File: src/rtl/i2c_wb_multi.sv
// Wishbone-fed I2C write sequencer: per-channel command FIFO feeding the host side of an i2c_master.
// Optional feature macro I2C_READBACK_EN adds queued single-byte register reads and Wishbone readback.
module i2c_wb_multi #(
    parameter int unsigned              NUM_CH        = 2,
    parameter int unsigned              DEPTH         = 4,
    parameter int unsigned              WB_ADDR_WIDTH = 6,
    parameter logic [WB_ADDR_WIDTH-1:0] BASE_ADR      = 6'h3d,
    parameter logic [7:0]               OP_WRITE      = 8'h06
) (
    input  logic                     clk,
    input  logic                     rst,
    input  logic [WB_ADDR_WIDTH-1:0] wbs_adr_i,
    input  logic [31:0]              wbs_dat_i,
    input  logic                     wbs_we_i,
    input  logic                     wbs_stb_i,
    input  logic                     wbs_cyc_i,
    output logic                     wbs_ack_o,
    output logic [31:0]              wbs_dat_o,
    output logic [NUM_CH*7-1:0]      cmd_address,
    output logic [NUM_CH-1:0]        cmd_start,
    output logic [NUM_CH-1:0]        cmd_read,
    output logic [NUM_CH-1:0]        cmd_write,
    output logic [NUM_CH-1:0]        cmd_write_multiple,
    output logic [NUM_CH-1:0]        cmd_stop,
    output logic [NUM_CH-1:0]        cmd_valid,
    input  logic [NUM_CH-1:0]        cmd_ready,
    output logic [NUM_CH*8-1:0]      data_out,
    output logic [NUM_CH-1:0]        data_out_valid,
    output logic [NUM_CH-1:0]        data_out_last,
    input  logic [NUM_CH-1:0]        data_out_ready,
    input  logic [NUM_CH*8-1:0]      data_in,
    input  logic [NUM_CH-1:0]        data_in_valid,
    input  logic [NUM_CH-1:0]        missed_ack,
    output logic [NUM_CH-1:0]        busy,
    output logic [NUM_CH-1:0]        nack_err
);
    localparam int unsigned AW = $clog2(DEPTH);
    localparam logic [2:0] S_IDLE  = 3'd0;
    localparam logic [2:0] S_CMD   = 3'd1;
    localparam logic [2:0] S_REG   = 3'd2;
    localparam logic [2:0] S_VAL   = 3'd3;
`ifdef I2C_READBACK_EN
    localparam logic [2:0] S_RCMD  = 3'd4;
    localparam logic [2:0] S_RWAIT = 3'd5;
    localparam logic [7:0] OP_READ = 8'h07;
`endif

    logic              ack_q;
    logic [NUM_CH-1:0] sel;
    logic [NUM_CH-1:0] push;
    logic              wr_req;
    logic              entry_rd;
    logic              op_ok;
    logic [23:0]       entry;
    logic              rd_acc;
    logic              unused_inputs;

    // ack_q blocks a new accept so ack can never be high two cycles in a row
    assign wr_req = wbs_cyc_i & wbs_stb_i & wbs_we_i & ~ack_q;
`ifdef I2C_READBACK_EN
    assign entry_rd = (wbs_dat_i[31:24] == OP_READ);
`else
    assign entry_rd = 1'b0;
`endif
    assign op_ok = (wbs_dat_i[31:24] == OP_WRITE) | entry_rd;
    // bit 23 of a queued entry marks a read; the bus never carries a meaningful bit 23
    assign entry = {entry_rd, wbs_dat_i[22:0]};

`ifdef I2C_READBACK_EN
    logic [NUM_CH*8-1:0] rdreg_all;
`endif

    for (genvar c = 0; c < NUM_CH; c++) begin : g_ch
        logic [23:0]   mem_q [DEPTH];
        logic [AW-1:0] wp_q;
        logic [AW-1:0] rp_q;
        logic [AW:0]   cnt_q;
        logic [AW:0]   cnt_d;
        logic [2:0]    st_q;
        logic [2:0]    st_d;
        logic [23:0]   cur_q;
        logic [23:0]   cur_d;
        logic          nack_q;
        logic          pop;
        logic          full;
        logic          is_rd;

        assign sel[c]  = ({1'b0, wbs_adr_i} == ({1'b0, BASE_ADR} + (WB_ADDR_WIDTH+1)'(c)));
        assign full    = (cnt_q == (AW+1)'(DEPTH));
        assign push[c] = wr_req & sel[c] & op_ok & ~full;
        assign pop     = (st_q == S_IDLE) && (cnt_q != '0);
        assign cnt_d   = cnt_q + (AW+1)'(push[c]) - (AW+1)'(pop);
        assign is_rd   = cur_q[23];

        always_comb begin
            st_d  = st_q;
            cur_d = cur_q;
            case (st_q)
                S_IDLE: if (pop) begin
                    cur_d = mem_q[rp_q];
                    st_d  = S_CMD;
                end
                S_CMD:  if (cmd_ready[c]) st_d = S_REG;
`ifdef I2C_READBACK_EN
                S_REG:  if (data_out_ready[c]) st_d = is_rd ? S_RCMD : S_VAL;
                S_RCMD: if (cmd_ready[c]) st_d = S_RWAIT;
                S_RWAIT: if (data_in_valid[c]) st_d = S_IDLE;
`else
                S_REG:  if (data_out_ready[c]) st_d = S_VAL;
`endif
                S_VAL:  if (data_out_ready[c]) st_d = S_IDLE;
                default: st_d = S_IDLE;
            endcase
        end

        always_ff @(posedge clk) begin
            if (push[c]) mem_q[wp_q] <= entry;
        end

        always_ff @(posedge clk) begin
            if (rst) begin
                wp_q   <= '0;
                rp_q   <= '0;
                cnt_q  <= '0;
                st_q   <= S_IDLE;
                cur_q  <= '0;
                nack_q <= 1'b0;
            end else begin
                if (push[c]) wp_q <= wp_q + 1'b1;
                if (pop)     rp_q <= rp_q + 1'b1;
                cnt_q <= cnt_d;
                st_q  <= st_d;
                cur_q <= cur_d;
                if (missed_ack[c]) nack_q <= 1'b1;
            end
        end

`ifdef I2C_READBACK_EN
        logic [7:0] rdreg_q;
        always_ff @(posedge clk) begin
            if (rst) rdreg_q <= '0;
            else if (st_q == S_RWAIT && data_in_valid[c]) rdreg_q <= data_in[8*c +: 8];
        end
        assign rdreg_all[8*c +: 8] = rdreg_q;
        assign cmd_valid[c] = (st_q == S_CMD) | (st_q == S_RCMD);
        assign cmd_read[c]  = (st_q == S_RCMD);
        assign cmd_stop[c]  = ((st_q == S_CMD) & ~is_rd) | (st_q == S_RCMD);
`else
        assign cmd_valid[c] = (st_q == S_CMD);
        assign cmd_read[c]  = 1'b0;
        assign cmd_stop[c]  = (st_q == S_CMD) & ~is_rd;
`endif
        assign cmd_start[c]          = cmd_valid[c];
        assign cmd_write[c]          = (st_q == S_CMD) & is_rd;
        assign cmd_write_multiple[c] = (st_q == S_CMD) & ~is_rd;
        assign cmd_address[7*c +: 7] = cur_q[22:16];
        assign data_out_valid[c]     = (st_q == S_REG) | (st_q == S_VAL);
        assign data_out_last[c]      = (st_q == S_VAL) | ((st_q == S_REG) & is_rd);
        assign data_out[8*c +: 8]    = (st_q == S_REG) ? cur_q[15:8] : cur_q[7:0];
        assign busy[c]               = (cnt_q != '0) | (st_q != S_IDLE);
        assign nack_err[c]           = nack_q;
    end

`ifdef I2C_READBACK_EN
    logic [31:0] rd_dat;
    logic [31:0] dat_o_q;
    always_comb begin
        rd_acc = 1'b0;
        rd_dat = '0;
        for (int unsigned c = 0; c < NUM_CH; c++) begin
            if (sel[c]) begin
                rd_acc = wbs_cyc_i & wbs_stb_i & ~wbs_we_i & ~ack_q;
                rd_dat = {busy[c], nack_err[c], 22'b0, rdreg_all[8*c +: 8]};
            end
        end
    end
    always_ff @(posedge clk) begin
        if (rst) dat_o_q <= '0;
        else     dat_o_q <= rd_dat;
    end
    assign wbs_dat_o     = dat_o_q;
    assign unused_inputs = wbs_dat_i[23];
`else
    assign rd_acc        = 1'b0;
    assign wbs_dat_o     = '0;
    assign unused_inputs = ^{wbs_dat_i[23], data_in, data_in_valid};
`endif

    always_ff @(posedge clk) begin
        if (rst) ack_q <= 1'b0;
        else     ack_q <= (|push) | rd_acc;
    end
    assign wbs_ack_o = ack_q;
endmodule

File: config.mk
export PLATFORM = sky130hd
export DESIGN_NAME = i2c_wb_multi
export DESIGN_NICKNAME = d
export VERILOG_FILES = /design/src/rtl/i2c_wb_multi.sv
export SDC_FILE = /design/constraint.sdc
export NUM_CORES = 1
export LEC_CHECK = 0
export CAP_MARGIN = 20
export CORE_ASPECT_RATIO = 1.5
export CORE_UTILIZATION = 45
export CTS_CLUSTER_DIAMETER = 120
export DETAILED_ROUTE_END_ITERATION = 6
export DONT_BUFFER_PORTS = 1
export PLACE_DENSITY = 0.6
export SLEW_MARGIN = 15
export SYNTH_ARGS = -nofsm -noshare
export SYNTH_HDL_FRONTEND = slang
export SYNTH_SLANG_ARGS = --single-unit
File: constraint.sdc
create_clock -name clk -period 6 [get_ports clk]
set_input_delay 1.2 -clock clk [delete_from_list [all_inputs] [get_ports clk]]
set_output_delay 1.2 -clock clk [all_outputs]
set_load 0.005 [all_outputs]
==> results.ini, run 1 <==
[die]
start_util_pct=45.77
rows=67
io_pins=150
die_area_um2=23210
core_um2=22220
die-width_um=124.7
die_height_um=186.1

[pwr]
p_int_mw=3.340
clock_power_share_pct=30.2
p_seq_share_pct=46.9
ir_drop_mv=0.2500
p_leak_nw=3.693
switching_share_pct=30.37
p_sw_mw=1.457
power_density_nw_per_um2=438.0
finalPower_mw=4.796
power_frac_comb_pct=22.8

[worst_setup_path]
max_stage_delay_ps=570
r2r_slack_ps=3040
r2r_cells=14
worst_r2r_endpoint=g_ch[0].cnt_q[2]$_SDFF_PP0_
crit_required_ps=4800
cpMaxStageDelayCell=ha_1
crit_path_end_kind=output port
crit_chain=inv_1 -> ha_1 -> mux2_2
critPathLaunchType=flip-flop
critPathTopFamily=adder cells
arrival_ps=2000
crit_fanout=10
path_class=flip-flop to output port
path_buf_inv=1
reg2reg_from=g_ch[0].st_q[0]$_SDFFE_PP0P_

[logic_synthesis]
ys_seq_area_share_pct=67.53
yosys.area.top_type=edfxtp_1
yosys-top-cells-area=edfxtp_1, dfxtp_1, mux4_2
synth_compound_area_share_pct=3.421
synth_common_cells=edfxtp_1, nand2_1, dfxtp_1, buf_4, a21oi_1
synth-xor-area-share_pct=0.6891
synth_mux_area_share_pct=12.65
async_flop_share_pct=0
synth_cells=660
synthFlopType=edfxtp_1
synth_edf_count=184
synth_top_family_by_area=multiplexers
synthSimpleGateAreaFrac_pct=6.300
ys_seq_elements=251
yosysMostFrequentCell=edfxtp_1
syn_area_um2=10170
synth_adder_area_share_pct=3.101
synth.distinct_cells=33
syn_area_per_cell_um2=15.41
synth_top_area_share_pct=54.34
ys_warn_count=0

[timing]
max_slew_margin_pct=32.02
maxSlewViolCount=0
setup_ws_ps=2803
skew_ps=8.231
tns_ps=0
worst_pin_slew_ps=1020
fin_crit_sh_pct=53.29
period_minus_slack_ps=3197
clock.fmax_mhz=312.8
whs_ps=450.8
setup_viol=0
rsz0062_at_grt=false
finalHoldViolCount=0

[run_status]
status=finished clean

[min_path]
hold_depth=2
hold_class=flip-flop to flip-flop
hold_end=g_ch[1].cur_q[13]$_SDFFE_PP0P_
min_from=g_ch[1].cur_q[13]$_SDFFE_PP0P_

[detailed_routing]
dr_total_vias=4981
wl_per_cell_um=21.52
routed_via_density=5.316
drt-pass1-iter-count=4
drt-initial-drc-count=226
routed_wirelength_um=20160
drc=0
antenna_left=0

[clock_tree]
cts.path.max_buffers=3
cts_setup_buffers=0
path_clk_slew_ps=60
worstSkewPairLatency_ps=510
ctsHoldBuffers=0
tritoncts=done
ctsResizeCount=0
cts_sinks=251
h-tree-depth=1
numCtsBuffers=24
root_buffer=clkbuf_16

[cells_and_area]
fin_util_pct=49.29
drive_gt1_share_pct=18.76
layout.area.seq_um2=6870
multi_input_area_um2=2816
diodes=0
fill_cells=1929
layout.nets=734
area_growth_pct=7.679

[global_routing]
grt_pass1_vias=5245
grt-ovfl-total=0
grtUsageTotal_pct=17.52
grt_max_degree=72
grt_pass1_wl_um=30390
antenna_found_initial=0

[job]
cap_violations=0

[place]
port_buffers=0
routabilityCongestion=0.7048
pre_cts_ws_ps=2394
hpwl_um=11850

power by group through the flow:
stage          combinational (mW)  clock (mW)  sequential, mW
2_1_floorplan                1.00           0            2.13
3_5_place_dp                 1.12           0            2.30
6_report                     1.09        1.45            2.25
3_3_place_gp                 1.09           0            2.29
5_1_grt                      1.22        1.54            2.29
4_1_cts                      1.12        1.48            2.27
placed cells by master, fill, tap and decap left out, types with 4 or more instances in the layout:
cell type  netlist  final
mux4_2          46     46
and2_1           8      5
clkinv_1         2      4
edfxtp_1       184    184
mux2i_1          4      4
clkbuf_16        0     25
clkbuf_1        24      8
xor2_1           4      4
nand2b_1         4      4
nor2_1          24     24
inv_1           20     20
buf_4           58     10
mux2_2          16     16
xnor2_1          4      4
ha_1            22     22
nand2_1         96     96
conb_1           1     36
dfxtp_1         67     64
a21oi_1         48     48
cell families after synthesis:
kind of cell	count (synthesis)
other	1
flip-flops	251
AO/OA/AOI/OAI	55
XOR/XNOR	8
adder cells (fa/ha/maj)	24
buffers and inverters	110
multiplexers	68
AND/OR/NAND/NOR	143
how the worst max path moves through the flow:
stage / start / endpoint / slack (ps) / cells past startpoint
final: g_ch[0].st_q[0]$_SDFFE_PP0P_ / data_out[7] / 2800 / 3
after global routing: g_ch[0].st_q[1]$_SDFFE_PP0P_ / data_out[4] / 2710 / 2
after CTS: g_ch[0].st_q[0]$_SDFFE_PP0P_ / data_out[1] / 2780 / 3
after detailed placement: wbs_dat_i[29] / g_ch[1].mem_q[2][21]$_DFFE_PP_ / 2390 / 4
after global placement: wbs_dat_i[29] / g_ch[1].mem_q[2][20]$_DFFE_PP_ / 2500 / 4
after floorplan: wbs_dat_i[29] / g_ch[0].cnt_q[2]$_SDFF_PP0_ / 2740 / 9
state kept, by name (all words and copies together) (netlist names):
signal / flops
g_ch.rp_q: 4
g_ch.nack_q: 2
g_ch.st_q: 4
wbs_ack_o: 1
g_ch.cur_q: 46
g_ch.mem_q: 184
g_ch.cnt_q: 6
g_ch.wp_q: 4
worst reg2reg max path, stage by stage, from the launching register on:
cell and delay (ps):
dfxtp_1 410, inv_1 100, ha_1 260, o31ai_4 70, buf_4 350, clkinv_1 130
buf_4 270, ha_1 320, inv_1 50, ha_1 130, inv_1 50, fa_1 370
xor2_1 180, xnor2_1 140, nor2_1 50
area by class of cell:
class	count	share of cell area, %
Sequential cell	251	62.75
Multi-Input combinational cell	334	25.72
Clock buffer	35	6.239
Tap cell	276	3.154
Inverter	22	0.7542
Clock inverter	9	0.6971
Timing Repair Buffer	10	0.6856
per-layer routing:
metal  part of all wire, %  track usage [%]  vias to the layer above
li1                      -                -                     2264
met1                    36            18.25                     2548
met2                    56            34.87                      142
met3                   6.2            3.880                       27
met4                   1.7            4.771                        0
met5                     0                0                        -
stage by stage:
step	cells	cell area, um^2
6_report	937	10950
5_1_grt	937	10950
4_1_cts	937	10950
3_5_place_dp	893	10190
3_3_place_gp	893	10190
2_1_floorplan	695	10300
Note: power is estimated with default switching activity, not from simulation.
==> inputs of run 2 (changes only) <==
--- a/config.mk
+++ b/config.mk
@@ -5,13 +5,14 @@
 export SDC_FILE = /design/constraint.sdc
 export NUM_CORES = 1
 export LEC_CHECK = 0
+export ABC_AREA = 1
 export CAP_MARGIN = 20
 export CORE_ASPECT_RATIO = 1.5
 export CORE_UTILIZATION = 45
 export CTS_CLUSTER_DIAMETER = 120
 export DETAILED_ROUTE_END_ITERATION = 6
 export DONT_BUFFER_PORTS = 1
-export PLACE_DENSITY = 0.6
+export PLACE_DENSITY = 0.62
 export SLEW_MARGIN = 15
 export SYNTH_ARGS = -nofsm -noshare
 export SYNTH_HDL_FRONTEND = slang
==> constraint.sdc (replaced) <==
create_clock -name clk -period 2.7 [get_ports clk]
set_input_delay 0.54 -clock clk [delete_from_list [all_inputs] [get_ports clk]]
set_output_delay 0.54 -clock clk [all_outputs]
set_load 0.005 [all_outputs]
==> run 2 against run 1 <==
Effect of this change: die area increased by 2.2%; critical path type unchanged; largest cell class unchanged; hold slack got worse by 360 ps; via count rose by 27%; critical endpoint is now data_out[12]; highest routed layer unchanged.
==> results.ini, run 2 <==
[timing]
whs_ps=94.04  ; -356.8 ps
worst_pin_slew_ps=803.8  ; -215.8 ps
rsz0062_at_grt=false
clock.fmax_mhz=420.6
setup_ws_ps=322.7  ; -2480 ps
setup_viol=0  ; unchanged
finalHoldViolCount=0  ; unchanged
max_slew_margin_pct=46.33  ; +14 points
fin_crit_sh_pct=88.05
skew_ps=11.97  ; +3.740 ps
period_minus_slack_ps=2377
tns_ps=0  ; unchanged
maxSlewViolCount=0  ; unchanged

[die]
io_pins=150  ; unchanged
die_height_um=188.2  ; +1.1%
start_util_pct=46.11  ; +0.34 points
die-width_um=126.1  ; +1.1%
rows=67  ; unchanged
core_um2=22550  ; +1.5%
die_area_um2=23730  ; +2.2%

[logic_synthesis]
async_flop_share_pct=0  ; unchanged
syn_area_per_cell_um2=10.90  ; -29%
ys_warn_count=0  ; unchanged
ys_seq_elements=251  ; unchanged
synth_cells=954  ; +45%
syn_area_um2=10400  ; +2.3%
yosysMostFrequentCell=nor2_1
yosys.area.top_type=edfxtp_1
yosys-top-cells-area=edfxtp_1, dfxtp_1, nor2_1
synthFlopType=edfxtp_1
synth.distinct_cells=25  ; -24%
synth_edf_count=184  ; unchanged
synth_top_area_share_pct=53.13  ; -1.2 points
synth_common_cells=nor2_1, edfxtp_1, o21ai_0, nand2_1, dfxtp_1
ys_seq_area_share_pct=66.03  ; -1.5 points

[cells_and_area]
largest_reg_flops=184  ; unchanged
area_growth_pct=7.075
largest-register=g_ch.mem_q
final_common_cell=nor2_1
layout.nets=1025  ; +40%
drive_gt1_share_pct=8.938  ; -9.8 points
diodes=0  ; unchanged
layout_common_cells=nor2_1, edfxtp_1, o21ai_0
reg_top3=g_ch.mem_q x184, g_ch.cur_q x46, g_ch.cnt_q x6

[worst_setup_path]
critPathLaunchType=flip-flop
crit_fanout=11  ; +1
r2r_slack_ps=480  ; -2560 ps
crit_required_ps=2160  ; -2640 ps
crit_path_end_kind=output port
path_class=flip-flop to output port
crit_chain=inv_1 -> ha_1 -> inv_1 -> nand2_1 -> nand2_1
max_stage_delay_ps=430  ; -140 ps
r2r_cells=12  ; -2
worst_r2r_endpoint=g_ch[0].cnt_q[2]$_SDFF_PP0_
reg2reg_from=g_ch[0].st_q[0]$_SDFFE_PP0P_
cpMaxStageDelayCell=ha_1
arrival_ps=1840  ; -160 ps

[clock_tree]
h-tree-depth=1  ; unchanged
numCtsBuffers=23  ; -4.2%
cts_setup_buffers=0  ; unchanged
tritoncts=done
root_buffer=clkbuf_16
path_clk_slew_ps=70  ; about the same
worstSkewPairLatency_ps=510  ; about the same
cts.path.max_buffers=3  ; unchanged
ctsHoldBuffers=0  ; unchanged
cts_sinks=251  ; unchanged
ctsResizeCount=0  ; unchanged

[place]
port_buffers=0  ; unchanged
routabilityCongestion=0.7214  ; +2.4%
pre_cts_ws_ps=477.8  ; -1916 ps
hpwl_um=12960  ; +9.4%

[detailed_routing]
drc=0  ; unchanged
met2_length_um=10950  ; -2.8%
antenna_left=0  ; unchanged
dr_total_vias=6304  ; +27%
drt-initial-drc-count=434  ; +92%
drt-pass1-iter-count=4  ; unchanged
wl_met3_um=1359  ; +8.2%
routed_via_density=5.138  ; -3.4%
top_layer=met4
wl_met1_um=8134  ; +11%
wl_per_cell_um=17.39  ; -19%
routed_wirelength_um=21340  ; +5.8%

[pwr]
finalPower_mw=11.02  ; +130%
power_density_nw_per_um2=989.9  ; +130%
p_leak_nw=4.137  ; +12%
ir_drop_mv=0.4068  ; +63%

[global_routing]
grt_max_degree=50  ; -31%
grt-ovfl-total=0  ; unchanged
grt_pass1_vias=6033  ; +15%
grt_pass1_wl_um=33190  ; +9.2%
grtUsageTotal_pct=18.26  ; +0.74 points
antenna_found_initial=0  ; unchanged

[min_path]
hold_end=wbs_ack_o$_SDFF_PP0_
hold_depth=1  ; -1
min_from=rst
hold_class=input pin to flip-flop

[run_status]
status=finished clean

[job]
cap_violations=0  ; unchanged

-- run 2: changes by cell type in the layout (fill, tap and decap cells not counted), moves of 17 or more --
cell	previous run	this run
o21ai_1	0	38
mux4_2	46	0
a21oi_1	48	8
nand2_1	96	79
nor2_1	24	225
o22ai_1	0	46
inv_1	20	39
o21ai_0	0	106
-- run 2: worst max-delay path, delay by kind of cell, from the launching register on --
kind | cells | cell delay [ps]
adders and majority gates | 1 | 430
buffers and inverters | 2 | 360
DFF | 1 | 340
and+or+nand+nor | 2 | 210
-- run 2: kinds of logic (layout without fill, tap and decap cells) --
logic type      count (synthesis)  count (layout)  synth area share [%]
fa+ha+maj                      24              24                 3.032
simple gates                  323             323                 11.97
xor+xnor                        2               2                0.1685
compound gates                200             200                 10.40
flops                         251             251                 66.03
other cells                     1              36               0.03606
buf+inv                       153             115                 8.362
-- run 2: where the power goes --
group / total (mW) / internal [mW] / switching, mW / leakage, nW
sequential: 4.80 / 4.55 / 0.252 / 2.21
clock: 3.19 / 1.82 / 1.36 / 0.368
combinational: 3.04 / 0.986 / 2.05 / 1.56
total: 11.0 / 7.35 / 3.67 / 4.14
-- run 2: cell type report --
cell class | count | area [um^2]
clock buffer | 33 | 664.4
tap | 276 | 345.3
clock inverter | 9 | 83.83
inverter | 50 | 187.7
timing repair buffer | 23 | 172.7
multi-input combinational | 585 | 2814
sequential | 251 | 6867
fill | 2003 | 11420
-- run 2: metal layers --
| layer | vias up | track usage (%) |
|---|---|---|
| met5 | - | 0 |
| met2 | 189 | 33.36 |
| met1 | 2969 | 20.21 |
| met3 | 34 | 3.663 |
| met4 | 0 | 8.480 |
| li1 | 3112 | - |
-- run 2: through the flow --
| stage | std cells | util, % | cell area, um^2 |
|---|---|---|---|
| floorplan | 989 | - | 10530 |
| global placement | 1185 | 46.06 | 10390 |
| detailed placement | 1185 | 46.06 | 10390 |
| CTS | 1227 | 49.38 | 11130 |
| global route | 1227 | 49.38 | 11130 |
| finish | 1227 | 49.38 | 11130 |
-- run 2: worst max-delay path by stage --
stage / start / end / slack, ps / depth (start not counted)
after global routing: g_ch[1].st_q[0]$_SDFFE_PP0P_ / data_out[13] / 150 / 5
final: g_ch[1].st_q[0]$_SDFFE_PP0P_ / data_out[12] / 320 / 5
after CTS: g_ch[1].st_q[0]$_SDFFE_PP0P_ / data_out[15] / 300 / 5
after global placement: g_ch[0].st_q[0]$_SDFFE_PP0P_ / g_ch[0].cnt_q[2]$_SDFF_PP0_ / 490 / 12
after detailed placement: g_ch[0].st_q[0]$_SDFFE_PP0P_ / g_ch[0].cnt_q[2]$_SDFF_PP0_ / 480 / 12
after floorplan: wbs_dat_i[24] / g_ch[1].mem_q[0][0]$_DFFE_PP_ / 240 / 5
==> inputs of run 3 (changes only) <==
==> constraint.sdc (replaced) <==
create_clock -name clk -period 2.7 [get_ports clk]
set_input_delay 0.54 -clock clk [delete_from_list [all_inputs] [get_ports clk]]
set_output_delay 0.54 -clock clk [all_outputs]
set_load 0.1 [all_outputs]
==> run 3 against run 2 <==
Effect of this change: clock-buffer cell count shrank 5; combinational power up 88%; critical endpoint is now data_out_valid[0]; largest cell class unchanged; first-iteration DRC count down 32%.
==> results.ini, run 3 (synthesis results as in run 2) <==
[timing]
setup_ws_ps=134.4  ; -188.3 ps
maxSlewViolCount=0  ; unchanged
skew_ps=13.22  ; +1.248 ps
setup_viol=0  ; unchanged
fin_crit_sh_pct=95.02  ; +7.0 points
rsz0062_at_grt=false
max_slew_margin_pct=35.78  ; -11 points
period_minus_slack_ps=2566  ; +188.3 ps
tns_ps=0  ; unchanged
clock.fmax_mhz=389.8  ; -7.3%
worst_pin_slew_ps=961.9  ; +158.1 ps
finalHoldViolCount=0  ; unchanged

[detailed_routing]
antenna_left=0  ; unchanged
wl_per_cell_um=16.95  ; -2.5%
drt-pass1-iter-count=5  ; +1
routed_wirelength_um=21390  ; +0.27%
dr_total_vias=6464  ; +2.5%
drc=0  ; unchanged
routed_via_density=5.122  ; -0.31%
drt-initial-drc-count=294  ; -32%

[cells_and_area]
layout.nets=1061  ; +3.5%
fill_cells=1979  ; -1.2%
drive_gt1_share_pct=13.08  ; +4.1 points
largest-register=g_ch.mem_q
area_growth_pct=10.50
diodes=0  ; unchanged
largest_reg_flops=184  ; unchanged
reg_top3=g_ch.mem_q x184, g_ch.cur_q x46, g_ch.cnt_q x6
layout_common_cells=nor2_1, edfxtp_1, o21ai_0
fin_util_pct=50.96  ; +1.6 points
final_common_cell=nor2_1

[global_routing]
grtUsageTotal_pct=18.28  ; about the same
antenna_found_initial=0  ; unchanged
grt_max_degree=50  ; unchanged
grt_pass1_wl_um=33180  ; about the same
grt_pass1_vias=6068  ; +0.58%
grt-ovfl-total=0  ; unchanged

[worst_setup_path]
path_class=flip-flop to output port
startpoint=g_ch[0].st_q[0]$_SDFFE_PP0P_
crit_end=data_out_valid[0]
reg2reg_from=g_ch[1].st_q[0]$_SDFFE_PP0P_
arrival_ps=2030  ; +190 ps
crit_path_end_kind=output port
worst_r2r_endpoint=g_ch[1].cnt_q[2]$_SDFF_PP0_
crit_required_ps=2160  ; about the same
critPathLaunchType=flip-flop
r2r_slack_ps=440  ; -40 ps
crit_fanout=7  ; -4
r2r_cells=12  ; unchanged

[run_status]
status=finished clean

[clock_tree]
tritoncts=done
cts_sinks=251  ; unchanged
worstSkewPairLatency_ps=500  ; about the same
h-tree-depth=1  ; unchanged
root_buffer=clkbuf_16
numCtsBuffers=23  ; unchanged
cts_setup_buffers=0  ; unchanged
path_clk_slew_ps=70  ; about the same
cts.path.max_buffers=3  ; unchanged
ctsHoldBuffers=0  ; unchanged

[die]
die_height_um=188.2  ; unchanged
die-width_um=126.1  ; unchanged
io_pins=150  ; unchanged
die_area_um2=23730  ; unchanged
core_um2=22550  ; unchanged
rows=67  ; unchanged
start_util_pct=46.11  ; unchanged

[place]
port_buffers=0  ; unchanged
pre_cts_ws_ps=395.8  ; -81.95 ps
hpwl_um=13150  ; +1.5%
routabilityCongestion=0.7506  ; +4.0%

[pwr]
p_leak_nw=4.333  ; +4.7%
power_density_nw_per_um2=1220  ; +23%
ir_drop_mv=0.6367  ; +56%

[min_path]
hold_class=input pin to flip-flop
min_from=rst

[job]
cap_violations=0  ; unchanged

==> run 3: per-stage QoR <==
| step | total power, mW | instance area, um^2 | hold slack (ps) | instances |
|---|---|---|---|---|
| global route | 14.73 | 11490 | 78.76 | 1262 |
| floorplan | 9.952 | 10530 | 439.1 | 989 |
| finish | 14.01 | 11490 | 96.79 | 1262 |
| detailed placement | 10.87 | 10720 | 499.1 | 1221 |
| global placement | 10.80 | 10720 | 496.2 | 1221 |
| CTS | 14.15 | 11490 | 80.73 | 1262 |
==> run 3: layout make-up <==
type,count,area [um^2],share of cell area (%)
inverters,50,187.7,1.633
well taps,276,345.3,3.005
clock buffers,28,614.3,5.346
clock inverters,13,153.9,1.339
repair buffers,59,480.5,4.181
flip-flops and latches,251,6868,59.77
multi-input cells,585,2841,24.73
==> run 3: worst min-delay path by stage <==
| stage | endpoint | slack [ps] | depth (start not counted) |
|---|---|---|---|
| after floorplan | g_ch[0].nack_q$_SDFFE_PP0P_ | 440 | 2 |
| after global placement | g_ch[0].cur_q[12]$_SDFFE_PP0P_ | 500 | 2 |
| after detailed placement | g_ch[1].cur_q[3]$_SDFFE_PP0P_ | 500 | 2 |
| after CTS | g_ch[1].cnt_q[1]$_SDFF_PP0_ | 80 | 1 |
| after global routing | g_ch[1].cnt_q[1]$_SDFF_PP0_ | 80 | 1 |
| final | g_ch[1].cnt_q[1]$_SDFF_PP0_ | 100 | 1 |
==> run 3: where the power goes <==
part           switching [mW]  internal (mW)  total [mW]
registers               0.455           4.54        5.00
clock network            1.36           1.92        3.28
logic                    4.38           1.36        5.73
==> run 3: worst max-delay path, cell delays in order, from the launching register on <==
cell	delay, ps
dfxtp_2	400
inv_1	80
ha_1	320
buf_4	220
or2_2	330
buf_12	180
==> run 3: what timing repair did <==
action / in CTS / in global routing
resized for setup: 2 / 2
endpoints found under the setup margin: 10 / 15
pin swaps: 0 / 0
==> run 3: per-layer routing <==
metal | up-vias | GRT usage, % | share of wire (%)
met5 | - | 0 | 0
met4 | 0 | 6.627 | 2.7
met3 | 29 | 3.066 | 5.8
met2 | 193 | 33.77 | 53
met1 | 3050 | 21.05 | 38
li1 | 3192 | - | -
